[config.mk]
export PLATFORM = sky130hd
export DESIGN_NAME = camera_capture
export DESIGN_NICKNAME = d
export VERILOG_FILES = /design/src/rtl/camera_capture.sv
export SDC_FILE = /design/constraint.sdc
export NUM_CORES = 1
export LEC_CHECK = 0
export CAP_MARGIN = 20
export CORE_ASPECT_RATIO = 1.1
export CORE_MARGIN = 2
export CORE_UTILIZATION = 48
export CTS_BUF_LIST = sky130_fd_sc_hd__clkbuf_8
export CTS_CLUSTER_DIAMETER = 30
export DETAILED_ROUTE_END_ITERATION = 8
export GPL_TIMING_DRIVEN = 0
export PLACE_DENSITY_LB_ADDON = 0.12
export SETUP_SLACK_MARGIN = 0.4
export SYNTH_ARGS = -nofsm -noshare
export SYNTH_HDL_FRONTEND = slang
export SYNTH_SLANG_ARGS = --single-unit
[constraint.sdc]
create_clock -name p_clock_in -period 3.3 [get_ports p_clock_in]
set_clock_uncertainty 0.1 [all_clocks]
set_input_delay 0.825 -clock p_clock_in [delete_from_list [all_inputs] [get_ports p_clock_in]]
set_output_delay 0.825 -clock p_clock_in [all_outputs]
set_load 0.02 [all_outputs]
[src/rtl/camera_capture.sv]
// camera_capture
//   Captures pixels from a parallel 8-bit camera interface (OV76xx-style
//   VSYNC/HREF/PCLK timing). Bytes qualified by href_in are packed into
//   BYTES_PER_PIXEL-byte pixels, with the first byte landing in the MSBs.
//   Every completed pixel is presented for one cycle together with its
//   column and row. Capture only starts after a full vsync high-then-low
//   sequence, so a frame is never picked up half way through.
//
//   Optional feature: define CAMERA_LINE_CHECK_EN to add line_err_out, a
//   one-cycle pulse at the end of any line whose pixel count differs from
//   H_ACTIVE or which ended with a partial pixel.
//
// Ports
//   p_clock_in      camera pixel clock, the only clock (rising edge)
//   rst_in          asynchronous active-high reset
//   vsync_in        frame sync, high = inter-frame blanking
//   href_in         line-valid qualifier for p_data_in
//   p_data_in       camera byte bus
//   pixel_data_out  assembled pixel, held between strobes
//   pixel_valid_out one-cycle strobe for pixel_data_out/hcount_out/vcount_out
//   hcount_out      pixel column, saturates at H_ACTIVE
//   vcount_out      pixel row, saturates at V_ACTIVE
//   frame_done_out  one-cycle end-of-frame pulse
//   line_err_out    one-cycle line-length error pulse (CAMERA_LINE_CHECK_EN)

module camera_capture #(
    parameter int BYTES_PER_PIXEL = 2,
    parameter int H_ACTIVE        = 320,
    parameter int V_ACTIVE        = 240
) (
    input  logic                               p_clock_in,
    input  logic                               rst_in,
    input  logic                               vsync_in,
    input  logic                               href_in,
    input  logic [7:0]                         p_data_in,
    output logic [8*BYTES_PER_PIXEL-1:0]       pixel_data_out,
    output logic                               pixel_valid_out,
    output logic [$clog2(H_ACTIVE+1)-1:0]      hcount_out,
    output logic [$clog2(V_ACTIVE+1)-1:0]      vcount_out,
    output logic                               frame_done_out
`ifdef CAMERA_LINE_CHECK_EN
    ,
    output logic                               line_err_out
`endif
);

    localparam int PW = 8 * BYTES_PER_PIXEL;
    localparam int HW = $clog2(H_ACTIVE + 1);
    localparam int VW = $clog2(V_ACTIVE + 1);

    localparam logic [HW-1:0] H_MAX    = HW'(H_ACTIVE);
    localparam logic [VW-1:0] V_MAX    = VW'(V_ACTIVE);
    localparam logic [1:0]    LAST_IDX = 2'(BYTES_PER_PIXEL - 1);

    typedef enum logic [1:0] {
        SYNC       = 2'd0,
        WAIT_START = 2'd1,
        CAPTURE    = 2'd2
    } state_t;

    state_t          state_q, state_d;
    logic [1:0]      byte_idx_q;
    logic [HW-1:0]   col_q;
    logic [VW-1:0]   row_q;
    logic [PW-1:0]   asm_q, asm_next;
    logic            href_q;       // href_in as accepted last cycle in CAPTURE
`ifdef CAMERA_LINE_CHECK_EN
    logic            col_ovf_q;    // more than H_ACTIVE pixels on this line
`endif

    logic            frame_end, take_byte, line_fall, last_byte;

    // Next-state and per-cycle control decode.
    // NOTE: every always_comb output gets a default first so no latch is inferred.
    always_comb begin
        state_d   = state_q;
        frame_end = 1'b0;
        take_byte = 1'b0;
        line_fall = 1'b0;
        unique case (state_q)
            SYNC:       if (vsync_in)  state_d = WAIT_START;
            WAIT_START: if (!vsync_in) state_d = CAPTURE;
            CAPTURE: begin
                if (vsync_in) begin
                    // vsync wins over a simultaneous href byte
                    state_d   = WAIT_START;
                    frame_end = 1'b1;
                end else begin
                    take_byte = href_in;
                    line_fall = href_q && !href_in;
                end
            end
            default:    state_d = SYNC;
        endcase
    end

    assign last_byte = (byte_idx_q == LAST_IDX);

    // Drop the incoming byte into its slot; byte 0 goes to the MSBs.
    always_comb begin
        asm_next = asm_q;
        for (int k = 0; k < BYTES_PER_PIXEL; k++) begin
            if (byte_idx_q == 2'(k))
                asm_next[8*(BYTES_PER_PIXEL-k)-1 -: 8] = p_data_in;
        end
    end

    always_ff @(posedge p_clock_in or posedge rst_in) begin
        if (rst_in) begin
            state_q         <= SYNC;
            byte_idx_q      <= '0;
            col_q           <= '0;
            row_q           <= '0;
            asm_q           <= '0;
            href_q          <= 1'b0;
            pixel_data_out  <= '0;
            pixel_valid_out <= 1'b0;
            hcount_out      <= '0;
            vcount_out      <= '0;
            frame_done_out  <= 1'b0;
`ifdef CAMERA_LINE_CHECK_EN
            col_ovf_q       <= 1'b0;
            line_err_out    <= 1'b0;
`endif
        end else begin
            // NOTE: non-blocking assignments so every register sees the pre-edge values.
            state_q         <= state_d;
            href_q          <= take_byte;
            pixel_valid_out <= 1'b0;
            frame_done_out  <= 1'b0;
`ifdef CAMERA_LINE_CHECK_EN
            line_err_out    <= 1'b0;
`endif
            if (frame_end) begin
                // Partial pixel is dropped simply by clearing the byte index.
                byte_idx_q     <= '0;
                col_q          <= '0;
                row_q          <= '0;
                hcount_out     <= '0;
                vcount_out     <= '0;
                frame_done_out <= 1'b1;
`ifdef CAMERA_LINE_CHECK_EN
                col_ovf_q      <= 1'b0;
`endif
            end else if (line_fall) begin
                byte_idx_q <= '0;
                col_q      <= '0;
                // A non-zero column means at least one pixel completed.
                if (col_q != '0 && row_q != V_MAX)
                    row_q <= row_q + 1'b1;
`ifdef CAMERA_LINE_CHECK_EN
                col_ovf_q    <= 1'b0;
                line_err_out <= (col_q != H_MAX) || col_ovf_q || (byte_idx_q != '0);
`endif
            end else if (take_byte) begin
                asm_q <= asm_next;
                if (last_byte) begin
                    byte_idx_q      <= '0;
                    pixel_data_out  <= asm_next;
                    pixel_valid_out <= 1'b1;
                    hcount_out      <= col_q;
                    vcount_out      <= row_q;
                    if (col_q != H_MAX)
                        col_q <= col_q + 1'b1;
`ifdef CAMERA_LINE_CHECK_EN
                    else
                        col_ovf_q <= 1'b1;
`endif
                end else begin
                    byte_idx_q <= byte_idx_q + 1'b1;
                end
            end
        end
    end

endmodule

Yosys cells after proc, flatten, opt, wreduce, memory -nomap -nowiden
Index checks and enable logic that the tools add are counted.
- register bits after elaboration: 73
- bits of input ports: 12
- output and inout port bits: 35
- $add $sub $neg: 3
- equality and inequality tests: 8
- multiplexer cells: 36
- bitwise gates (word level): 2
- reduce and logical (&&, ||, !) cells: 20
- operators with widths (kind ; number):
    $mux W9 ; 9
    $mux W8 ; 9
    $mux W2 ; 6
    $mux W1 ; 11
    $add A9 B1 Y9 const B ; 1
    $ne A9 B9 Y1 const B ; 1
    $reduce_and A3 Y1 ; 3
    $reduce_bool A3 Y1 ; 3
    $reduce_bool A9 Y1 ; 1
    $add A8 B1 Y8 const B ; 1
    $ne A8 B8 Y1 const B ; 1
    $reduce_bool A2 Y1 ; 4
    $eq A2 B1 Y1 const B ; 2
    $logic_not A2 Y1 ; 2
    $ne A2 B2 Y1 const B ; 2
    $pmux W2 S2 ; 1
    $reduce_and A2 Y1 ; 2
    $reduce_and A4 Y1 ; 1
    $add A2 B1 Y2 const B ; 1
    $eq A2 B2 Y1 const B ; 1
    $logic_and A1 B1 Y1 ; 2
    $ne A2 B1 Y1 const B ; 1
    $not A1 Y1 ; 2
    $reduce_or A2 Y1 ; 1
    $logic_not A1 Y1 ; 1

Longest topological paths before layout
- depth after elaboration: 6
- gate-level depth with buffers: 7
- depth with buffers taken out: 6

Least setup slack after synthesis
No wires, ideal clock.
- kind: in2reg
- start point: in vsync_in
- end point: reg row_q[6]
- library setup time: 0.077 ns
- data arrival time: 2.082 ns
- data required time: 3.123 ns
- slack: 1.040 ns
- cell stages on the path: 4
- cells stage by stage: nand2b_1 > or4_4 > or4_1 > a21oi_1
- longest elaborated chain between the ends: 4
- elaborated cells on any way between the ends: 8
- classes of those cells: mux (5); reduce/logical (3)
- RTL lines (what ; RTL line ; source):
    from (decl) ; 33 ; input logic vsync_in,
    $mux W1 ; 84 ; if (vsync_in) begin
    $mux W1 ; 80 ; unique case (state_q)
    $reduce_bool A2 Y1 (no line) ; n/a ;
    $reduce_and A2 Y1 (no line) ; n/a ;
    to (signal assigned) ; 150 ; row_q <= row_q + 1'b1;
    to (decl) ; 64 ; logic [VW-1:0] row_q;
Several ways; a longest one is shown, not always the timed one.
A chain may end at the register's enable or synchronous reset.

Final worst setup path
- start point: in vsync_in
- end point: reg pixel_data_out[4]
- longest elaborated chain between the ends: 4
- elaborated cells on any way between the ends: 9
- classes of those cells: mux (6); bitwise (2); reduce/logical (1)
- RTL lines (what ; RTL line ; source):
    $mux W1 ; 84 ;
    $mux W1 ; 80 ;
    $not A1 Y1 (no line) ; n/a ;
    $reduce_and A4 Y1 (no line) (*) ; n/a ;
    to (signal assigned) ; 159 ; pixel_data_out <= asm_next;
    to (decl) ; 36 ; output logic [8*BYTES_PER_PIXEL-1:0] pixel_data_out,
Every way passes the cells marked *; elsewhere a longest branch is shown, timed or not.

==> results.cfg <==
[final_layout]
fillers = 506
final_area_sq_um = 3680
area_growth_pct = 27.6
regArea_sq_um = 1630
fin_nets = 367
antennaDiodeCount = 0
final_cell_count_no_fill = 433
final_util = 0.634
multiInputGateArea_sq_um = 1160
drive_above_1_share = 0.0955

[floorplanning]
ios = 47
die_h_um = 85.3
die-area_sq_um = 6650
start_util = 0.497
num_rows = 29
die_w_um = 77.9
core_sq_um = 5810

[yosys]
yosysTopAreaCellShare = 0.564
synthTopCellsByArea = dfrtp_1 56%, nand2_1 10%, nand3_1 4.7%
ys_types = 35
async_reset_ff_frac = 1.00
postSynthAreaPerCell_sq_um = 9.85
synth_common_cells = 79 x nand2_1, 65 x dfrtp_1, 27 x nand3_1
synth_most_common_cell = nand2_1
syn_area_sq_um = 2890
synthCells = 293
syn_nets = 309
yosys_warnings = 0
synth_seq_cells = 65
synthFlopType = dfrtp_1
yosysSeqAreaShare = 0.564
synth_edf_count = 0
synth_top_area_cell = dfrtp_1

[placement]
place_area_sq_um = 3460
dp_cells = 417
io_buffers = 46
dpl.hpwl_um = 4360
place_congestion = 0.813

[drt]
viasPerCell = 5.28
dr.pass1.iters = 4
drcViolationCount = 0
wl_per_cell_um = 14.0
drt-total-wl_um = 6070
dr_total_vias = 2286
final_antenna_net_count = 0
drtIter0Drc = 166

[power_and_ir_drop]
static-leakage-power_uw = 0.00174
power_density_nw_per_um2 = 528
irDropWorstVdd_v = 0.000342

[worst_setup_path]
critical_path_class = in2reg
r2r_end = row_q[6]
crit-reg2reg-launch = col_q[0]
cpMostUsedCell = nand2_1
reg2reg_depth = 6
cp-start-kind = input pin
slowest_stage = clkdlybuf4s50_1
crit_path_max_incr_delay_ns = 0.52
reg2reg_slack_ns = 1.25
cp.arrival_ns = 2.71
cp_max_fo = 10
path_cells = clkdlybuf4s50_1 > and4bb_2 > nand2_1 > buf_2 > clkinv_1 > clkbuf_1 > nand2_1 > nand2_1
endpoint_kind = register
cp.required_ns = 3.43

[sta]
slew_viol_final = 0
maxSlewHeadroom = 0.557
max_freq_ghz = 0.387
fin_crit_sh = 0.782
hold_slack_ns = 0.374
hold_viol_final = 0
setup_tns_ns = 0
fin_crit_ns = 2.58
rsz0062_at_grt = false
tightest_slew_ns = 0.665
finalSetupViolCount = 0

[grt]
grt_pass1_wl_um = 10300
grt_start_max_net_pins = 37
grt_usage = 0.198
first_global_vias = 2148
gr-total-overflow = 0
antenna_found_initial = 0

[clock_network]
root_buffer = clkbuf_8
clock_path_buffers = 2
clock_latency_ns = 0.33
htreeDepth = 3
clk_pin_slew_worst_paths_ns = 0.08
cts_tree = yes
ctsHoldBuffers = 0
ctsResizeCount = 0
post_cts_buffers = 0
cts_made_buffers = 9
clock-sinks = 65

[worst_hold_path]
hp-start = pixel_data_out[11]
hp-class = reg2reg
hold-path-endpoint = pixel_data_out[11]
min_delay_path_depth = 2

[outcome]
run_status = finished clean

[run]
drv_cap = 0
[report_power, final]
part | leakage [uW] | internal [uW] | switching [uW]
logic | 0.000747 | 135 | 148
registers | 0.000885 | 877 | 49.4
clock network | 0.000109 | 425 | 307
total | 0.00174 | 1440 | 505
[area by class of cell]
class	instances	share of cell area
buffer	16	0.0173
clock buffer	9	0.0337
clock inverter	7	0.0258
inverter	8	0.00816
multi-input combinational	204	0.316
sequential	65	0.442
tap	77	0.0262
timing repair buffer	47	0.131
[worst max path at each step]
stage,slack [ns],cells after the start,from,to
finish,0.72,8,vsync_in,pixel_data_out[4]
global route,0.53,8,vsync_in,pixel_data_out[4]
CTS,0.71,8,vsync_in,pixel_data_out[4]
detailed placement,0.34,8,vsync_in,pixel_data_out[4]
global placement,-0.36,2,rst_in,hcount_out[4]
floorplan,0.75,1,rst_in,asm_q[10]
[sequential cells by signal, indices dropped and copies added (netlist names)]
name             cells
pixel_data_out      16
col_q                9
hcount_out           9
asm_q                8
row_q                8
vcount_out           8
byte_idx_q           2
state_q              2
frame_done_out       1
href_q               1
pixel_valid_out      1
[through the flow]
| stage | total power, uW | setup slack (ns) |
|---|---|---|
| detailed placement | 1230 | 0.344 |
| global placement | 1220 | -0.365 |
| global route | 2040 | 0.526 |
| CTS | 1970 | 0.709 |
| finish | 1940 | 0.718 |
| floorplan | 1090 | 0.749 |
[critical path: cells and delay by family]
kind	cells	cell delay, ns
buf+inv	4	1.31
simple gates	4	0.57
[cell families (layout without fill, tap and decap cells)]
family | after synthesis | count (layout) | share of synthesized area
AO/OA/AOI/OAI | 26 | 26 | 0.0525
XOR/XNOR | 1 | 1 | 0.00304
adder cells (fa/ha/maj) | 4 | 4 | 0.0173
buffers and inverters | 24 | 87 | 0.0325
flip-flops | 65 | 65 | 0.564
multiplexers | 16 | 16 | 0.0594
AND/OR/NAND/NOR | 157 | 157 | 0.271
[placed cells by master, fill, tap and decap left out, types with 2 or more instances in the layout]
cell / n
a21o_1: 2
a21oi_1: 11
and3_1: 2
and4_1: 2
buf_2: 3
bufinv_16: 2
clkbuf_1: 12
clkbuf_8: 9
clkdlybuf4s50_1: 46
clkinv_2: 2
clkinv_4: 2
dfrtp_1: 65
ha_1: 4
inv_1: 6
mux2_2: 9
mux2i_1: 7
nand2_1: 79
nand2b_1: 6
nand3_1: 27
nand4_1: 6
nand4b_1: 9
nor2_1: 6
nor2b_1: 3
nor3_1: 4
o21ai_0: 7
o31ai_1: 4
or3_1: 3
or4_1: 3
[metal layers]
metal | part of all wire | wire length, um | track usage | up-vias
met2 | 0.50 | 3040 | 0.323 | 60
met5 | 0 | 0 | 0 | -
met3 | 0.047 | 285 | 0.0532 | 8
met1 | 0.44 | 2660 | 0.257 | 1095
li1 | - | - | - | 1123
met4 | 0.013 | 80 | 0.0686 | 0
Power figures use the tool's default switching activity.
==> patch 1: new RTL, same settings <==
Re-encode `state_t` (3 states) as one-hot, 3 bits wide.
--- a/src/rtl/camera_capture.sv
+++ b/src/rtl/camera_capture.sv
@@ -54,6 +54,6 @@
 
-    typedef enum logic [1:0] {
-        SYNC       = 2'd0,
-        WAIT_START = 2'd1,
-        CAPTURE    = 2'd2
+    typedef enum logic [2:0] {
+        SYNC       = 3'b001,
+        WAIT_START = 3'b010,
+        CAPTURE    = 3'b100
     } state_t;
Check against the original RTL: no difference found for any inputs over 10 cycles, from zero or initial values and one cycle with rst_in high; not proved beyond that.
==> patch 1 against the unedited design <==
Synthesized area grew 0.91%. Critical endpoint is now col_q[3]$_DFFE_PP0P_. Cell count did not move. Sequential cell count is 1 higher. Largest cell class unchanged. Wire length rose by 4.6%. Combinational power decreased by 48%. Design area up 2.8%. Power up 2.2%. Clock power increased by 27%. Worst setup slack gained 99 ps.
==> patch 1: results (changes against the unedited design) <==
stage,metric,value,unit,change
power,vdd_drop_max,0.000378,V,+11%
route,drtPass1Iterations,4,,unchanged
global_routing,first_global_vias,2256,,+5.0%
clock_network,holdBufCountCts,0,,unchanged
global_routing,grt_usage,20.8,%,+1.0 points
min_path,holdCritPathClass,flip-flop to flip-flop,,
global_routing,grt_pass1_wl,10800,um,+5.6%
global_routing,antenna_found_initial,0,,unchanged
setup_path,path_max_fanout,10,,unchanged
clock_network,cts_htree_levels,3,,unchanged
route,viasPerCell,5.30,,+0.31%
finish,final_layout_size_suffix_gt1_share,11.2,%,+1.7 points
logic_synthesis,synth.area.top_cells,"dfrtp_1 (56%), nand2_1 (11%), nand3_1 (4.3%)",,
logic_synthesis,ys_seq_area_share,56.8,%,+0.39 points
clock_network,cts.clk_slew.worst_paths,80,ps,about the same
finish,n_fill_cell,499,,-1.4%
logic_synthesis,async_flop_share,100,%,unchanged
timing,setup-tns-final,0,ps,unchanged
logic_synthesis,synth_edf_count,0,,unchanged
logic_synthesis,syn-num-nets,309,,unchanged
clock_network,post_cts_buffers,0,,unchanged
placed_design,portBuffers,46,,unchanged
route,drt_wl_total,6350,um,+4.6%
route,drtIter0Drc,129,,-22%
clock_network,clock-root-buffer,clkbuf_8,,
timing,worst_pin_slew,1060,ps,+393 ps
placed_design,gp_congestion,0.765,,-5.9%
logic_synthesis,synth-main-ff-cell,dfrtp_1,,
power,leakage,1.83,nW,+5.2%
status,run_status,finished clean,,
clock_network,clock_latency,350,ps,+20 ps
placed_design,dpl.hpwl,4390,um,+0.74%
setup_path,crit_slowest_cell,or4b_1,,
finish,top_regs,"pixel_data_out: 16 flops, col_q: 9 flops, hcount_out: 9 flops",,
finish,fin_nets,367,,unchanged
setup_path,critPathArrivalTime,2660,ps,-50 ps
placed_design,dp_slack,-95.8,ps,-439 ps
timing,period_share,75.3,%,-3.0 points
clock_network,cts_buffer_depth,2,,unchanged
logic_synthesis,yosysUniqueCellTypes,36,,+2.9%
logic_synthesis,yosys_warnings,0,,unchanged
clock_network,cts_buffers,9,,unchanged
finish,antenna_cells,0,,unchanged
setup_path,rrSetupSlack,840,ps,-410 ps
logic_synthesis,synth.top_cells.by_count,"nand2_1 (89), dfrtp_1 (65), nand3_1 (25)",,
global_routing,grt_max_degree,36,,-2.7%
setup_path,critPathMaxStageDelay,520,ps,about the same
## patch 1: cell types whose count changed after synthesis, moves of 3 or more
cell	unedited run	this run
nor4_1	1	6
nand2_1	79	89
nand4b_1	9	0
nand4_1	6	2
or4_1	3	7
o21ai_0	7	4
clkbuf_1	12	7
## patch 1: metrics by stage
stage	instance area, um2	hold WS [ps]	utilization (%)	power, mW	instances
after floorplan	2910	335	-	1.01	293
after global placement	3470	348	59.7	1.06	416
after detailed placement	3490	351	60.1	1.07	417
after CTS	3770	363	65.0	2.00	433
after global routing	3780	409	65.2	2.06	433
final	3780	367	65.2	1.99	433
## patch 1: logic make-up (layout without fill, tap and decap cells)
group | after synthesis | count (layout) | synth area share [%]
AND/OR/NAND/NOR | 159 | 159 | 26.6
multiplexers | 16 | 16 | 5.89
XOR/XNOR | 2 | 2 | 0.602
buffers and inverters | 20 | 83 | 2.71
flip-flops | 66 | 66 | 56.8
AO/OA/AOI/OAI | 26 | 26 | 5.67
adder cells (fa/ha/maj) | 4 | 4 | 1.72
## patch 1: worst paths after layout
kind | from | endpoint | depth (start not counted)
min reg2reg | asm_q[9]$_DFFE_PP0P_ | pixel_data_out[9]$_DFFE_PP0P_ | 2
min | asm_q[9]$_DFFE_PP0P_ | pixel_data_out[9]$_DFFE_PP0P_ | 2
max in group asynchronous | rst_in | state_q[0]$_DFFE_PP1P_ | 3
max reg2reg | col_q[2]$_DFFE_PP0P_ | row_q[1]$_DFFE_PP0P_ | 5
max | vsync_in | col_q[3]$_DFFE_PP0P_ | 6
min in group asynchronous | rst_in | vcount_out[3]$_DFFE_PP0P_ | 2
## patch 1: area by class of cell
type | count | area, um2 | area share (%)
multi-input cells | 207 | 1190 | 31.6
repair buffers | 47 | 483 | 12.8
clock inverters | 6 | 138 | 3.64
plain buffers | 12 | 51.3 | 1.36
inverters | 8 | 30.0 | 0.794
flip-flops and latches | 66 | 1650 | 43.7
clock buffers | 10 | 138 | 3.64
well taps | 77 | 96.3 | 2.55
## patch 1: layer usage
metal | vias to the layer above | part of all wire, % | global-route usage, %
met1 | 1101 | 46 | 28.1
met2 | 59 | 48 | 33.3
met4 | 0 | 1.4 | 9.25
li1 | 1124 | - | -
met3 | 9 | 4.3 | 3.79
met5 | - | 0 | 0
## patch 1: power by group
group	internal, mW	total, mW	switching, mW	leakage (nW)
clock network	0.601	0.926	0.324	0.137
logic	0.0762	0.148	0.0715	0.784
registers	0.865	0.913	0.0476	0.912
## patch 1: timing repair
| action | CTS | global route |
|---|---|---|
| gates resized for setup | 2 | 4 |
| gates cloned | 0 | 0 |
| setup endpoints to repair | 12 | 16 |
## patch 1: critical path: cells and delay by family
kind                   cells  cell delay, ps
and+or+nand+nor            3            1280
buffers and inverters      2             370
AOI/OAI and AO/OA          1             160
==> patch 2: new RTL, same flow settings <==
Without the edit above. The option `CAMERA_LINE_CHECK_EN` is turned on by a define.
--- a/src/rtl/camera_capture.sv
+++ b/src/rtl/camera_capture.sv
@@ -24,2 +24,4 @@
 //   line_err_out    one-cycle line-length error pulse (CAMERA_LINE_CHECK_EN)
+
+`define CAMERA_LINE_CHECK_EN
 
Check against the original RTL (old outputs only; new: line_err_out): equivalent (equiv_simple and equiv_induct, registers matched by name and starting in step).
==> patch 2 against the unedited design <==
Worst setup slack lost 48 ps. Largest cell class unchanged. Cell count shrank 3.2%. Synthesized area grew 1.0%. Die area grew 0.99%. Design area shrank 0.24%. Wire length grew 0.23%. Critical endpoint is now row_q[1]$_DFFE_PP0P_. Sequential cell count grew 2. Power shrank 2.8%. Sequential share of layout area grew 1.5 points.
==> patch 2: results (changes against the unedited design) <==
stage,metric,value,unit,change
min_path,hp-start,asm_q[14]$_DFFE_PP0P_,,
global_routing,grt_pass1_wl,10500,um,+2.1%
clock_network,cts.clk_slew.worst_paths,70,ps,
placed_design,portBuffers,47,,+2.2%
placed_design,placed_area,3480,um2,+0.65%
clock_network,clock_latency,350,ps,+20 ps
power,vdd_drop_max,0.000480,V,+41%
setup_path,critPathArrivalTime,2760,ps,+50 ps
logic_synthesis,synth.area.top_cells,"dfrtp_1 (58%), nand2_1 (9.1%), mux2_2 (3.1%)",,
placed_design,dp_slack,337,ps,-6.88 ps
logic_synthesis,synth.top_cells.by_count,"nand2_1 (71), dfrtp_1 (67), o21ai_0 (13)",,
finish,fin_nets,353,,-3.8%
route,drt_wl_total,6080,um,+0.23%
logic_synthesis,syn_inst,279,,-4.8%
setup_path,critPathMaxStageDelay,510,ps,
placed_design,place_inst,403,,-3.4%
power,leakage,1.67,nW,-4.4%
clock_network,holdBufCountCts,0,,unchanged
logic_synthesis,async_flop_share,100,%,unchanged
logic_synthesis,yosys_warnings,0,,unchanged
finish,antenna_cells,0,,unchanged
clock_network,cts.sinks,67,,+3.1%
logic_synthesis,syn-num-nets,295,,-4.5%
timing,report.final.slew_viol_count,0,,unchanged
clock_network,clock-root-buffer,clkbuf_8,,
clock_network,cts_htree_levels,3,,unchanged
timing,worst_pin_slew,976,ps,+311 ps
finish,area_growth,26.0,%,
global_routing,antenna_found_initial,0,,unchanged
finish,n_fill_cell,498,,-1.6%
status,run_status,finished clean,,
logic_synthesis,yosysUniqueCellTypes,42,,+20%
setup_path,critical-path-top-delay-family,simple AND/OR/NAND/NOR gates,,
clock_network,cts_resized,0,,unchanged
global_routing,grt_max_degree,68,,+84%
setup_path,critPathLaunch,vsync_in,,
route,detail_route.wl_per_cell,14.5,um,+3.6%
logic_synthesis,ys_seq_area_share,57.5,%,+1.1 points
finish,multi_input_area,1150,um2,-1.1%
route,drtPass1Iterations,4,,unchanged
job,drv_cap,0,,unchanged
placed_design,dpl.hpwl,4130,um,-5.2%
finish,final_layout_size_suffix_gt1_share,9.36,%,-0.19 points
clock_network,post_cts_buffers,0,,unchanged
setup_path,crit_slowest_cell,clkdlybuf4s50_1,,
global_routing,grt_usage,20.6,%,+0.79 points
min_path,holdCritPathClass,flip-flop to flip-flop,,
setup_path,r2r_start,row_q[0]$_DFFE_PP0P_,,
clock_network,cts_buffer_depth,2,,unchanged
route,num_vias,2274,,-0.52%
setup_path,path_max_fanout,10,,unchanged
route,drtIter0Drc,100,,-40%
clock_network,cts_buffers,9,,unchanged
finish,top_regs,"pixel_data_out: 16 flops, col_q: 9 flops, hcount_out: 9 flops",,
placed_design,gp_congestion,0.837,,+2.9%
[patch 2: kinds of logic (layout without fill, tap and decap cells)]
kind of cell	after synthesis	in the layout	share of synthesized area, %
and+or+nand+nor	123	123	20.3
buffers and inverters	19	82	2.96
muxes	16	16	6.01
AOI/OAI and AO/OA	49	49	11.2
xor gates and xnor gates	1	1	0.300
adders and majority gates	4	4	1.72
DFF	67	67	57.5
[patch 2: layout make-up]
| type | count | area share, % |
|---|---|---|
| flip-flops and latches | 67 | 45.7 |
| multi-input cells | 193 | 31.4 |
| repair buffers | 47 | 12.8 |
| clock buffers | 10 | 3.75 |
| well taps | 77 | 2.62 |
| plain buffers | 10 | 1.43 |
| clock inverters | 6 | 1.36 |
| inverters | 9 | 0.988 |
[patch 2: power breakdown]
| group | total [mW] | switching (mW) | internal (mW) | leakage, nW |
|---|---|---|---|---|
| clock | 0.652 | 0.295 | 0.357 | 0.111 |
| combinational | 0.283 | 0.145 | 0.137 | 0.641 |
| sequential | 0.954 | 0.0508 | 0.904 | 0.913 |
| total | 1.89 | 0.490 | 1.40 | 1.67 |
[patch 2: final timing paths]
path | slack (ps) | end | cells past startpoint
min in group asynchronous | 880 | pixel_valid_out$_DFF_PP0_ | 2
hold / removal | 370 | pixel_data_out[14]$_DFFE_PP0P_ | 2
setup / recovery | 670 | row_q[1]$_DFFE_PP0P_ | 6
max in group asynchronous | 1680 | hcount_out[4]$_DFFE_PP0P_ | 2
setup reg to reg | 880 | row_q[1]$_DFFE_PP0P_ | 7
hold reg to reg | 370 | pixel_data_out[14]$_DFFE_PP0P_ | 2
[patch 2: metal layers]
layer | wire length [um] | global-route usage (%) | share of wire, %
met3 | 194 | 4.84 | 3.2
met5 | 0 | 0 | 0
met1 | 2770 | 25.7 | 45
met2 | 3010 | 33.9 | 49
met4 | 113 | 9.89 | 1.9
